===== src/rtl/wb_arb_intercon.sv =====
// Two-master Wishbone interconnect: round-robin arbiter, mask/match address decode
// to NUM_SLAVES slaves, decode-error responder and per-transfer watchdog.
module wb_arb_intercon #(
  parameter int                        DATA_WIDTH = 32,
  parameter int                        NUM_SLAVES = 4,
  parameter logic [NUM_SLAVES*32-1:0]  SLAVE_MASK = '0,
  parameter logic [NUM_SLAVES*32-1:0]  SLAVE_ADDR = '0,
  parameter int                        TIMEOUT    = 255
) (
  input  logic                             clk_i,
  input  logic                             rst_n_i,

  input  logic [31:0]                      wbm0_adr_i,
  input  logic [DATA_WIDTH-1:0]            wbm0_dat_i,
  input  logic [DATA_WIDTH/8-1:0]          wbm0_sel_i,
  input  logic                             wbm0_we_i,
  input  logic                             wbm0_cyc_i,
  input  logic                             wbm0_stb_i,
  output logic [DATA_WIDTH-1:0]            wbm0_dat_o,
  output logic                             wbm0_ack_o,
  output logic                             wbm0_err_o,

  input  logic [31:0]                      wbm1_adr_i,
  input  logic [DATA_WIDTH-1:0]            wbm1_dat_i,
  input  logic [DATA_WIDTH/8-1:0]          wbm1_sel_i,
  input  logic                             wbm1_we_i,
  input  logic                             wbm1_cyc_i,
  input  logic                             wbm1_stb_i,
  output logic [DATA_WIDTH-1:0]            wbm1_dat_o,
  output logic                             wbm1_ack_o,
  output logic                             wbm1_err_o,

  output logic [31:0]                      wbs_adr_o,
  output logic [DATA_WIDTH-1:0]            wbs_dat_o,
  output logic [DATA_WIDTH/8-1:0]          wbs_sel_o,
  output logic                             wbs_we_o,
  output logic [NUM_SLAVES-1:0]            wbs_cyc_o,
  output logic [NUM_SLAVES-1:0]            wbs_stb_o,
  input  logic [NUM_SLAVES*DATA_WIDTH-1:0] wbs_dat_i,
  input  logic [NUM_SLAVES-1:0]            wbs_ack_i,

  output logic [1:0]                       gnt_o
);

  localparam logic [1:0] IDLE = 2'd0;
  localparam logic [1:0] OWN0 = 2'd1;
  localparam logic [1:0] OWN1 = 2'd2;

  logic [1:0]             state, state_nxt;
  logic                   last_gnt;
  logic [15:0]            wd_cnt;
  logic                   err_q;

  logic                   gnt0, gnt1, granted;
  logic [31:0]            g_adr;
  logic [DATA_WIDTH-1:0]  g_dat;
  logic [DATA_WIDTH/8-1:0] g_sel;
  logic                   g_we, g_cyc, g_stb;

  logic [NUM_SLAVES-1:0]  slave_sel;
  logic                   hit;
  logic [DATA_WIDTH-1:0]  sel_dat;
  logic                   sel_ack;
  logic                   req, dec_err, wd_hit, grant_change;

  // Ownership holds for the whole cycle; both masters pass through IDLE between grants.
  always_comb begin
    state_nxt = state;
    case (state)
      IDLE: begin
        if (wbm0_cyc_i && wbm1_cyc_i) state_nxt = last_gnt ? OWN0 : OWN1;
        else if (wbm0_cyc_i)          state_nxt = OWN0;
        else if (wbm1_cyc_i)          state_nxt = OWN1;
      end
      OWN0:    if (!wbm0_cyc_i) state_nxt = IDLE;
      OWN1:    if (!wbm1_cyc_i) state_nxt = IDLE;
      default: state_nxt = IDLE;
    endcase
  end

  assign gnt0    = (state == OWN0);
  assign gnt1    = (state == OWN1);
  assign granted = gnt0 | gnt1;
  assign gnt_o   = {gnt1, gnt0};

  always_comb begin
    g_adr = '0;
    g_dat = '0;
    g_sel = '0;
    g_we  = 1'b0;
    g_cyc = 1'b0;
    g_stb = 1'b0;
    if (gnt0) begin
      g_adr = wbm0_adr_i;
      g_dat = wbm0_dat_i;
      g_sel = wbm0_sel_i;
      g_we  = wbm0_we_i;
      g_cyc = wbm0_cyc_i;
      g_stb = wbm0_stb_i;
    end else if (gnt1) begin
      g_adr = wbm1_adr_i;
      g_dat = wbm1_dat_i;
      g_sel = wbm1_sel_i;
      g_we  = wbm1_we_i;
      g_cyc = wbm1_cyc_i;
      g_stb = wbm1_stb_i;
    end
  end

  // Lowest matching index wins, keeping the selection one-hot on overlapping ranges.
  always_comb begin
    logic found;
    found     = 1'b0;
    slave_sel = '0;
    for (int k = 0; k < NUM_SLAVES; k++) begin
      if (!found && ((g_adr & SLAVE_MASK[k*32 +: 32]) == SLAVE_ADDR[k*32 +: 32])) begin
        slave_sel[k] = 1'b1;
        found        = 1'b1;
      end
    end
  end

  always_comb begin
    sel_dat = '0;
    sel_ack = 1'b0;
    for (int k = 0; k < NUM_SLAVES; k++) begin
      if (slave_sel[k]) begin
        sel_dat = wbs_dat_i[k*DATA_WIDTH +: DATA_WIDTH];
        sel_ack = wbs_ack_i[k];
      end
    end
  end

  assign hit          = |slave_sel;
  assign req          = granted & g_cyc & g_stb;
  assign grant_change = (state_nxt != state);
  assign dec_err      = req & ~hit & ~err_q;
  assign wd_hit       = req & hit & ~sel_ack & ~err_q & (wd_cnt == 16'(TIMEOUT - 1));

  // Error pulses are registered so they land one cycle after the offending strobe.
  always_ff @(posedge clk_i or negedge rst_n_i) begin
    if (!rst_n_i) begin
      state    <= IDLE;
      last_gnt <= 1'b1;
      wd_cnt   <= '0;
      err_q    <= 1'b0;
    end else begin
      state <= state_nxt;
      if (state == IDLE && state_nxt == OWN0) last_gnt <= 1'b0;
      else if (state == IDLE && state_nxt == OWN1) last_gnt <= 1'b1;
      err_q <= ~grant_change & (dec_err | wd_hit);
      if (grant_change || !req || !hit || sel_ack || err_q || wd_hit) wd_cnt <= '0;
      else                                                            wd_cnt <= wd_cnt + 16'd1;
    end
  end

  assign wbs_adr_o = g_adr;
  assign wbs_dat_o = g_dat;
  assign wbs_sel_o = g_sel;
  assign wbs_we_o  = g_we;
  assign wbs_cyc_o = {NUM_SLAVES{granted & g_cyc}} & slave_sel;
  assign wbs_stb_o = wbs_cyc_o & {NUM_SLAVES{g_stb & ~err_q}};

  assign wbm0_ack_o = gnt0 & sel_ack & ~err_q;
  assign wbm1_ack_o = gnt1 & sel_ack & ~err_q;
  assign wbm0_err_o = gnt0 & err_q;
  assign wbm1_err_o = gnt1 & err_q;
  assign wbm0_dat_o = gnt0 ? sel_dat : '0;
  assign wbm1_dat_o = gnt1 ? sel_dat : '0;

endmodule


===== config.mk =====
export PLATFORM = sky130hd
export DESIGN_NAME = wb_arb_intercon
export DESIGN_NICKNAME = d
export VERILOG_FILES = /design/src/rtl/wb_arb_intercon.sv
export SDC_FILE = /design/constraint.sdc
export NUM_CORES = 1
export LEC_CHECK = 0
export ABC_AREA = 1
export CAP_MARGIN = 30
export CELL_PAD_IN_SITES_DETAIL_PLACEMENT = 0
export CELL_PAD_IN_SITES_GLOBAL_PLACEMENT = 1
export CORE_AREA = 2 2 166 168
export CTS_CLUSTER_SIZE = 12
export DETAILED_ROUTE_END_ITERATION = 8
export DIE_AREA = 0 0 168 170
export PLACE_DENSITY = 0.77
export RECOVER_POWER = 50
export SYNTH_ARGS = -nofsm -noshare
export SYNTH_HDL_FRONTEND = slang
export SYNTH_SLANG_ARGS = --single-unit

===== constraint.sdc =====
create_clock -name clk_i -period 2.55 [get_ports clk_i]
set_input_delay 0.51 -clock clk_i [delete_from_list [all_inputs] [get_ports clk_i]]
set_output_delay 0.51 -clock clk_i [all_outputs]
set_load 0.05 [all_outputs]

Yosys cells after proc, flatten, opt, wreduce, memory -nomap -nowiden
Cells that the tools add are included.
- bits in registers: 20
- bits of input ports: 276
- output and inout port bits: 147
- add/subtract/negate cells: 1
- equality and inequality tests: 6
- mux-type cells: 24
- bitwise logic cells: 18
- reduce and logical (&&, ||, !) cells: 10
- operators by type and width (operator ; count):
    $mux W32 ; 6
    $add A16 B1 Y16 const B ; 1
    $eq A16 B8 Y1 const B ; 1
    $mux W16 ; 1
    $and A1 B1 Y1 ; 13
    $mux W2 ; 6
    $mux W1 ; 8
    $mux W4 ; 2
    $pmux W2 S3 ; 1
    $and A1 B4 Y4 ; 1
    $eq A2 B1 Y1 const B ; 2
    $eq A2 B2 Y1 const B ; 2
    $logic_or A1 B1 Y1 ; 4
    $logic_and A1 B1 Y1 ; 3
    $not A1 Y1 ; 3
    $logic_not A2 Y1 ; 1
    $ne A2 B2 Y1 ; 1
    $reduce_bool A2 Y1 ; 1
    $logic_not A1 Y1 ; 1
    $or A1 B1 Y1 ; 1

Longest topological paths before layout
Gate-level depths: netlist of the first run.
- depth after elaboration: 11
- mapped depth: 13
- depth with buffers taken out: 11

Least setup slack after synthesis of the first run
No wires, ideal clock.
- path type: flip-flop to output port
- start point: reg state[1]
- end point: out wbs_stb_o[0]
- arrival: 2.597 ns
- setup slack: -0.557 ns
- stages on the path, launching flop included: 7
- path buffers: 1
- cells stage by stage: dfrtp_1 -> inv_1 -> ha_1 -> buf_4 -> nand2_1 -> nand2_1 -> nor4_1
- elaborated cells on any way between the ends: 10
- RTL lines (item ; RTL line ; source):
    start, declared ; 49 ; logic [1:0] state, state_nxt;
    start signal, assigned ; 148 ; state <= state_nxt;
    $eq A2 B1 Y1 (*) ; 81 ; assign gnt0 = (state == OWN0);
    net gnt0 ; 54 ; logic gnt0, gnt1, granted;
    $or A1 B1 Y1 / $mux W1 (equally long branches) ; 83, 93 ;
    $and A1 B1 Y1, on equally long branches ; 161, 162 ;
    $and A1 B4 Y4 (*) ; 162 ; assign wbs_stb_o = wbs_cyc_o & {NUM_SLAVES{g_stb & ~err_q}};
    end, declared ; 38 ; output logic [NUM_SLAVES-1:0] wbs_stb_o,
The timed path passes the listed nets; every way through them passes the cells marked *.

Worst setup path in the final report of the first run
- start point: reg state[1]
- end point: out wbs_stb_o[0]
- cells in the longest elaborated chain, start to end: 5
- elaborated cells on any way between the ends: 10
- RTL lines (item ; RTL line ; source):
    $eq A2 B2 Y1 ; 82 ; assign gnt1 = (state == OWN1);
    $mux W1 ; 100 ; end else if (gnt1) begin
    $mux W1 ; 93 ; if (gnt0) begin
    $and A1 B1 Y1, on equally long branches ; 161, 162 ;
    $and A1 B4 Y4 (*) ; 162 ;
Mark *: on every way between the ends. The rest lies on a longest branch, timed or not.

==> results_dict.tcl, run 1 <==
set metrics [dict create \
    status "finished, final reports clean" \
    final_max_slew_viol_count 0 \
    io_buffer_count 317 \
    grtUsageTotal_pct 12.2 \
    syn_inst 542 \
    num-nets-final 1133 \
    peakVddDrop_mv 0.424 \
    ant_nets 0 \
    pwr-share-seq_pct 4.2 \
    placeableCoreArea_sq_mm 0.0267 \
    r2r_start "state[0]$_DFF_PN0_" \
    power.density_mw_per_mm2 1230 \
    io_pins 423 \
    vias 4366 \
    crit_fanout 34 \
    p_clk_share_pct 4.7 \
    worst_pin_slew_ps 1100 \
    die_y_um 170 \
    vias_per_cell 3.67 \
    reg2regPathDepth 10 \
    wl_per_cell_um 15.8 \
    r2r-end "wd_cnt[4]$_DFF_PN0_" \
    overflow 0 \
    synth_area_leaders "nand2_1, dfrtp_1, nand3_1" \
    yosys_most_used_dff "dfrtp_1" \
    ys_ff_latch 20 \
    critPathLaunchType "register" \
    num_rows 60 \
    p_total_mw 9.12 \
    drv_cap 0 \
    fin_crit_ps 2410 \
    pwr-share-comb_pct 91.1 \
    grt_pass1_wl_um 26300 \
    postRouteWirelength_um 18800 \
    synth_edf_count 0 \
    clk_pin_slew_ps 60 \
    antenna_found_initial 0 \
    drc 0 \
    critical_path_required_ps 2040 \
    cts_tree "done" \
    setup_viol_count_final 0 \
    cp.buffers_inverters 4 \
    worst_setup_path_end_kind "output port" \
    cts_buffers 3 \
    die_w_um 168 \
    rsz0062_at_grt "false" \
    synthMostInstantiatedCell "nand2_1" \
    reg2reg_setup_slack_ps 180 \
    swShare_pct 57.2 \
    post-route-period-util_pct 94.5 \
    setup_tns_ps 0 \
    crit_end "wbs_stb_o[0]" \
    clockRootBuffer "clkbuf_16" \
    cp.depth 8 \
    p_int_mw 3.90 \
    synth_top_cell_by_area "nand2_1" \
    path_class "reg -> out" \
    syn_area_sq_mm 0.00288 \
    synth_top_area_share_pct 31.4 \
    syn-mean-instance-area_sq_um 5.31 \
    layout-drive-gt1-share_pct 23.3 \
    seq_area_frac_synth_pct 17.4 \
    synthArstFlopShare_pct 100 \
    grt_pass1_vias 4309 \
    cp-startpoint "state[1]$_DFF_PN0_" \
    place_congestion 0.785 \
    yosys_warnings 0 \
    drt-initial-drc-count 167 \
    cp_slowest_cell "dfrtp_2" \
    clock_latency_ps 250 \
    grt_start_max_net_pins 50 \
    place_area_sq_mm 0.00789 \
    leakage_nw 3.74 \
    n_antenna_cell 0 \
    first_pass_iters 4 \
    fin_skew_ps 3.90 \
    synthTopCellsByCount "nand2_1, inv_1, nand3_1" \
    area_growth_pct 158 \
    synth_cell_types 26 \
    hold_path.class "reg -> reg" \
    relSlewSlack_pct 26.6 \
    cpPeakStageDelay_ps 430 \
    htree_levels 1 \
    timing.fmax_mhz 415 \
    initial_core_util_pct 10.8 \
    die_area_sq_mm 0.0286 \
    fin_area_sq_mm 0.00743 \
    arrival_ps 1900 \
    cts_sinks 20 \
    worstPathCellList "inv_2, ha_4, buf_12, nand2_1, nand2_1, nor4_2, buf_4, buf_12" \
    power_switching_mw 5.22 \
    dp_hpwl_um 15400 \
    max-clock-path-buffers 2 \
    hold_viol 0 \
    critPathTopFamily "buffers and inverters" \
]
## state kept, by name (all words and copies together) (netlist names)
register	cells
last_gnt	1
err_q	1
state	2
wd_cnt	16
## layer usage
metal,up-vias,global-route usage (%),wire [um]
met1,1941,15.6,8220
met5,-,0,0
met3,13,3.74,1750
li1,2219,-,-
met2,193,20.9,8660
met4,0,1.10,139
## cells by family after synthesis
kind of cell	Yosys count	share of synthesized area, %
xor+xnor	12	3.65
buf+inv	129	18.4
flops	20	17.4
other cells	1	0.130
fa+ha+maj	7	3.04
simple gates	369	56.7
compound gates	4	0.695
## worst min path at each step
stage                                       to                 start  depth (start not counted)
after floorplan                err_q$_DFF_PN0_               rst_n_i                          0
after global placement    last_gnt$_DFFE_PN1P_  last_gnt$_DFFE_PN1P_                          2
after detailed placement  last_gnt$_DFFE_PN1P_  last_gnt$_DFFE_PN1P_                          2
after CTS                 last_gnt$_DFFE_PN1P_  last_gnt$_DFFE_PN1P_                          2
after global routing      last_gnt$_DFFE_PN1P_  last_gnt$_DFFE_PN1P_                          2
final                     last_gnt$_DFFE_PN1P_  last_gnt$_DFFE_PN1P_                          2
## worst reg2reg max path, delay by kind of cell (launching register included)
| kind | cells | cell delay [ps] |
|---|---|---|
| buffers and inverters | 2 | 600 |
| DFF | 1 | 470 |
| adders and majority gates | 1 | 230 |
| and+or+nand+nor | 7 | 980 |
## power groups by stage
stage | clock network [mW] | registers (mW) | logic, mW
final | 0.430 | 0.386 | 8.31
after global routing | 0.451 | 0.390 | 8.74
after CTS | 0.441 | 0.391 | 8.95
after detailed placement | 0 | 0.388 | 8.80
after global placement | 0 | 0.388 | 8.79
after floorplan | 0 | 0.375 | 4.14
## layout by cell type (no fill, tap or decap), drive strengths merged, types with 3 or more instances in the layout
| master | instances |
|---|---|
| conb | 6 |
| clkbuf | 38 |
| buf | 126 |
| nand3 | 84 |
| nor2 | 32 |
| ha | 7 |
| nand4 | 5 |
| clkdlybuf4s50 | 175 |
| dfrtp | 19 |
| xnor2 | 3 |
| xor2 | 9 |
| o21ai | 4 |
| nor3 | 4 |
| inv | 89 |
| nand2 | 242 |
## stage by stage
| stage | cells | util, % | hold WS [ps] | setup WS [ps] |
|---|---|---|---|---|
| after CTS | 1185 | 30.2 | 497 | 46.2 |
| after global placement | 1179 | 29.6 | 475 | 98.3 |
| after floorplan | 547 | - | 214 | 36.9 |
| after global routing | 1190 | 27.9 | 520 | 18.5 |
| after detailed placement | 1179 | 29.6 | 489 | 80.1 |
| final | 1190 | 27.9 | 494 | 139 |
## repair_timing
action	CTS	global route
resized for setup	8	1
hold endpoints to repair	0	0
setup endpoints to repair	11	2
hold buffers	0	0
pin swaps	1	0
cloned	1	0
setup buffers	1	5
## cell type report
type / count / area [sq um]
Clock buffer: 3 / 75.1
Clock inverter: 1 / 30.0
Fill cell: 2845 / 19200
Inverter: 89 / 334
Multi-Input combinational cell: 398 / 1900
Sequential cell: 20 / 504
Tap cell: 341 / 427
Timing Repair Buffer: 338 / 4150
Note: power is estimated with default switching activity, not from simulation.
==> inputs of run 2 (changes only) <==
- RECOVER_POWER: 50 -> unset
==> run 2 against run 1 <==
Compared with the run above: cell count stayed put; power rose by 6.4%; critical path depth unchanged; worst setup slack about the same; clock power barely moved; maximum frequency hardly changed; wire length down 0.70%; critical path type unchanged; highest routed layer unchanged.
==> results_dict.tcl, run 2 (same netlist as run 1, synthesis figures left out) <==
set metrics [dict create \
    path_class "reg -> out" \
    final_common_cell "nand2_1" \
    place_congestion 0.785 \
    power.density_mw_per_mm2 1200 \
    post-route-period-util_pct 94.5 \
    first_pass_iters 4 \
    postRouteWirelength_um 18600 \
    layout-drive-gt1-share_pct 23.7 \
    wl_per_cell_um 15.7 \
    hold_path.class "reg -> reg" \
    setup_viol_count_final 0 \
    top_register "wd_cnt" \
    crit_fanout 34 \
    wl_met1_um 8100 \
    grtUsageTotal_pct 12.2 \
    timing.fmax_mhz 415 \
    drv_cap 0 \
    cpPeakStageDelay_ps 430 \
    cts_tree "done" \
    rsz0062_at_grt "false" \
    topRoutingLayerUsed "met4" \
    vias 4361 \
    final_max_slew_viol_count 0 \
    io_pins 423 \
    clock_latency_ps 250 \
    antenna_found_initial 0 \
    vias_per_cell 3.66 \
    utilization_pct 30.4 \
    grt_pass1_wl_um 26300 \
    die_w_um 168 \
    setup_tns_ps 0 \
    area_growth_pct 181 \
    n_antenna_cell 0 \
    grt_start_max_net_pins 50 \
    clockRootBuffer "clkbuf_16" \
    worst_setup_path_end_kind "output port" \
    max-clock-path-buffers 2 \
    routed-wl-met3_um 1760 \
    worstPathCellList "inv_2, ha_4, buf_12, nand2_1, nand2_1, nor4_2, buf_4, buf_12" \
    drc 0 \
    overflow 0 \
    postCtsHoldBufs 0 \
    critical_path_required_ps 2040 \
    ant_nets 0 \
    cp.buffers_inverters 4 \
    grt_pass1_vias 4309 \
    dr_wl_met2_um 8640 \
    n_fill_cell 2771 \
    final_cell_mix "nand2_1, clkdlybuf4s50_1, buf_12, inv_1, nand3_1" \
    critPathLaunchType "register" \
    fin_crit_ps 2410 \
    die_area_sq_mm 0.0286 \
    largest_reg_flops 16 \
    reg_top3 "wd_cnt x16, state x2" \
    drt-initial-drc-count 173 \
    io_buffer_count 317 \
    cts_buffers 3 \
    initial_core_util_pct 10.8 \
    die_y_um 170 \
    hold_viol 0 \
    fin_skew_ps 4.15 \
    peakVddDrop_mv 0.424 \
    leakage_nw 3.90 \
    status "finished, final reports clean" \
    cp_slowest_cell "dfrtp_2" \
    clk_pin_slew_ps 60 \
    placeableCoreArea_sq_mm 0.0267 \
    num_rows 60 \
    seq_area_sq_um 504 \
    multi_input_area_sq_mm 0.00191 \
    num-nets-final 1133 \
    cts_sinks 20 \
    arrival_ps 1900 \
    htree_levels 1 \
    critPathTopFamily "buffers and inverters" \
    dp_hpwl_um 15400 \
]
## run 2: cell types whose count changed in the layout (fill, tap and decap cells not counted)
cell,change
clkbuf_2,-30
nor2_1,-1
buf_12,+44
buf_2,-12
clkbuf_4,-3
clkbuf_1,-2
buf_4,+3
clkdlybuf4s50_1,+1
dlygate4sd3_1,-1
nor2_4,+1
## run 2: cell type report
| cell class | count | share of cell area (%) |
|---|---|---|
| Clock inverter | 1 | 0.371 |
| Tap cell | 341 | 5.27 |
| Sequential cell | 20 | 6.23 |
| Timing Repair Buffer | 338 | 59.5 |
| Clock buffer | 3 | 0.927 |
| Inverter | 89 | 4.12 |
| Multi-Input combinational cell | 398 | 23.6 |
## run 2: worst register-to-register path, cell delays in order (launching register included)
cell     delay [ps]
dfrtp_2         430
inv_2           110
ha_4            220
buf_12          220
nand2_1         140
nand2_1         170
nor2_1           80
nand3_2          90
nor2_4           40
nand4_4          80
buf_4           340
nor2_1           90
## run 2: final timing paths
path | from | to | slack, ps | depth (start not counted)
setup / recovery | state[1]$_DFF_PN0_ | wbs_stb_o[0] | 140 | 8
hold / removal | last_gnt$_DFFE_PN1P_ | last_gnt$_DFFE_PN1P_ | 490 | 2
setup reg to reg | state[1]$_DFF_PN0_ | wd_cnt[4]$_DFF_PN0_ | 430 | 11
hold reg to reg | last_gnt$_DFFE_PN1P_ | last_gnt$_DFFE_PN1P_ | 490 | 2
max in group asynchronous | rst_n_i | last_gnt$_DFFE_PN1P_ | 1690 | 2
min in group asynchronous | rst_n_i | wd_cnt[6]$_DFF_PN0_ | 590 | 2
## run 2: what timing repair did
action                     in CTS  in global routing
cloned                          1                  0
setup endpoints to repair      11                  2
pin swaps                       1                  0
resized for setup               8                  1
setup buffers                   1                  5
## run 2: per-stage QoR
| step | instance area (sq um) | cells | power (mW) | hold slack [ps] | setup WS [ps] |
|---|---|---|---|---|---|
| 2_1_floorplan | 2910 | 547 | 4.51 | 214 | 36.9 |
| 3_3_place_gp | 7890 | 1179 | 9.18 | 475 | 98.3 |
| 3_5_place_dp | 7890 | 1179 | 9.19 | 489 | 80.1 |
| 4_1_cts | 8060 | 1185 | 9.79 | 497 | 46.2 |
| 5_1_grt | 8100 | 1190 | 10.2 | 520 | 36.4 |
| 6_report | 8100 | 1190 | 9.71 | 494 | 139 |
## run 2: power breakdown
group	internal, mW	total (mW)	switching (mW)
Combinational	3.74	8.89	5.15
Clock	0.311	0.430	0.118
Sequential	0.350	0.386	0.0357
Total	4.40	9.71	5.30
## run 2: metal layers
metal,GRT usage (%),vias to the layer above
met4,1.10,0
met3,3.74,13
met5,0,-
met1,15.6,1937
met2,20.9,191
li1,-,2220
==> inputs of run 3 (changes only) <==
- RECOVER_POWER: unset -> 100
==> run 3 against run 2 <==
Compared with the run above: clock-buffer cell count is the same; cell count is the same; clock power is essentially flat; sequential cell count is the same.
==> results_dict.tcl, run 3 (same netlist as run 1, synthesis figures left out) <==
set metrics [dict create \
    hold_path.class "reg -> reg" \
    drv_cap 0 \
    min_to "last_gnt$_DFFE_PN1P_" \
    top_register "wd_cnt" \
    num-nets-final 1133 \
    worst_setup_path_end_kind "output port" \
    power.density_mw_per_mm2 1180 \
    layout-drive-gt1-share_pct 22.6 \
    numPlacedInstances 1179 \
    r2r-end "wd_cnt[4]$_DFF_PN0_" \
    r2r_start "state[0]$_DFF_PN0_" \
    vias 4358 \
    wl_per_cell_um 15.8 \
    place_congestion 0.785 \
    path_class "reg -> out" \
    clockRootBuffer "clkbuf_16" \
    fin_ws_ps 102 \
    io_buffer_count 317 \
    die_area_sq_mm 0.0286 \
    clk_pin_slew_ps 60 \
    grt_start_max_net_pins 50 \
    postRouteWirelength_um 18900 \
    max-clock-path-buffers 2 \
    drt-initial-drc-count 163 \
    io_pins 423 \
    pwr-share-seq_pct 5.2 \
    hold_viol 0 \
    hold_depth 2 \
    setup_viol_count_final 0 \
    fin_cells 1190 \
    largest_reg_flops 16 \
    ant_nets 0 \
    cts_buffers 3 \
    first_pass_iters 4 \
    post-route-period-util_pct 96.0 \
    initial_core_util_pct 10.8 \
    pwr-share-comb_pct 89.0 \
    place_ws_ps 80.1 \
    power_switching_mw 4.95 \
    n_antenna_cell 0 \
    final_max_slew_viol_count 0 \
    placeableCoreArea_sq_mm 0.0267 \
    grt_pass1_vias 4309 \
    htree_levels 1 \
    critPathLaunchType "register" \
    clock_latency_ps 250 \
    timing.fmax_mhz 408 \
    status "finished, final reports clean" \
    critical_path_required_ps 2040 \
    overflow 0 \
    swShare_pct 66.8 \
    num_rows 60 \
    p_int_mw 2.45 \
    leakage_nw 3.43 \
    fin_crit_ps 2450 \
    postCtsHoldBufs 0 \
    die_y_um 170 \
    cts_tree "done" \
    final_cell_mix "nand2_1, clkdlybuf4s50_1, clkbuf_2, inv_1, nand3_1" \
    relSlewSlack_pct 27.0 \
    reg2reg_setup_slack_ps 190 \
    reg2regPathDepth 10 \
    arrival_ps 1940 \
    rsz0062_at_grt "false" \
    peakVddDrop_mv 0.367 \
    crit_fanout 13 \
    cts_sinks 20 \
    p_clk_share_pct 5.8 \
    final_common_cell "nand2_1" \
    vias_per_cell 3.66 \
    hold_slack_ps 494 \
    reg_top3 "wd_cnt x16, state x2" \
    fin_skew_ps 3.98 \
    setup_tns_ps 0 \
    worst_hold_startpoint "last_gnt$_DFFE_PN1P_" \
    drc 0 \
    dp_hpwl_um 15400 \
    grt_pass1_wl_um 26300 \
    grtUsageTotal_pct 12.2 \
    antenna_found_initial 0 \
    worst_pin_slew_ps 1090 \
    utilization_pct 23.5 \
    area_growth_pct 118 \
    die_w_um 168 \
    cp-startpoint "state[0]$_DFF_PN0_" \
]
[run 3: cell types whose count changed in the layout (fill, tap and decap cells not counted), sizes merged]
cell           change
buf              -103
clkbuf           +103
clkdlybuf4s50      -1
dlygate4sd3        +1
[run 3: critical path, stage by stage, from the launching register on]
cell and delay (ps):
dfrtp_2 470, ha_4 230, inv_2 120, clkbuf_2 270, nand3_1 100, nand2_1 190
clkbuf_4 280
[run 3: how the worst max path moves through the flow]
stage | end | slack (ps) | cells after the start
2_1_floorplan | wbs_stb_o[0] | 40 | 6
5_1_grt | wd_cnt[4]$_DFF_PN0_ | 20 | 10
3_5_place_dp | wbs_stb_o[0] | 80 | 8
4_1_cts | wbs_stb_o[0] | 50 | 8
6_report | wbs_dat_o[26] | 100 | 6
3_3_place_gp | wbs_stb_o[0] | 100 | 8
[run 3: power groups by stage]
stage / Combinational, mW / Clock [mW] / Sequential, mW
4_1_cts: 8.95 / 0.441 / 0.391
5_1_grt: 7.01 / 0.451 / 0.390
6_report: 6.59 / 0.430 / 0.386
3_3_place_gp: 8.79 / 0 / 0.388
3_5_place_dp: 8.80 / 0 / 0.388
2_1_floorplan: 4.14 / 0 / 0.375
[run 3: cell type report]
| class | instances | area, sq um |
|---|---|---|
| well taps | 341 | 427 |
| clock buffers | 3 | 75.1 |
| inverters | 89 | 334 |
| multi-input cells | 398 | 1890 |
| clock inverters | 1 | 30.0 |
| repair buffers | 338 | 3010 |
| fillers | 2986 | 20400 |
| flip-flops and latches | 20 | 504 |
[run 3: routing by layer]
layer	GRT usage, %	wire, um	vias up	part of all wire (%)
li1	-	-	2219	-
met1	15.6	8380	1918	44
met2	20.9	8620	210	46
met3	3.74	1710	11	9.1
met4	1.10	136	0	0.72
met5	0	0	-	0
[run 3: per-stage QoR]
step	instance area [sq um]	total power, mW
floorplan	2910	4.51
global placement	7890	9.18
detailed placement	7890	9.19
CTS	8060	9.79
global route	6270	7.85
finish	6270	7.40
[run 3: timing repair]
| action | CTS | global route |
|---|---|---|
| pin swaps | 1 | 0 |
| cloned | 1 | 0 |
| buffers inserted | 1 | 5 |
| gates resized for setup | 8 | 1 |
| endpoints found under the setup margin | 11 | 2 |
| hold endpoints to repair | 0 | 0 |
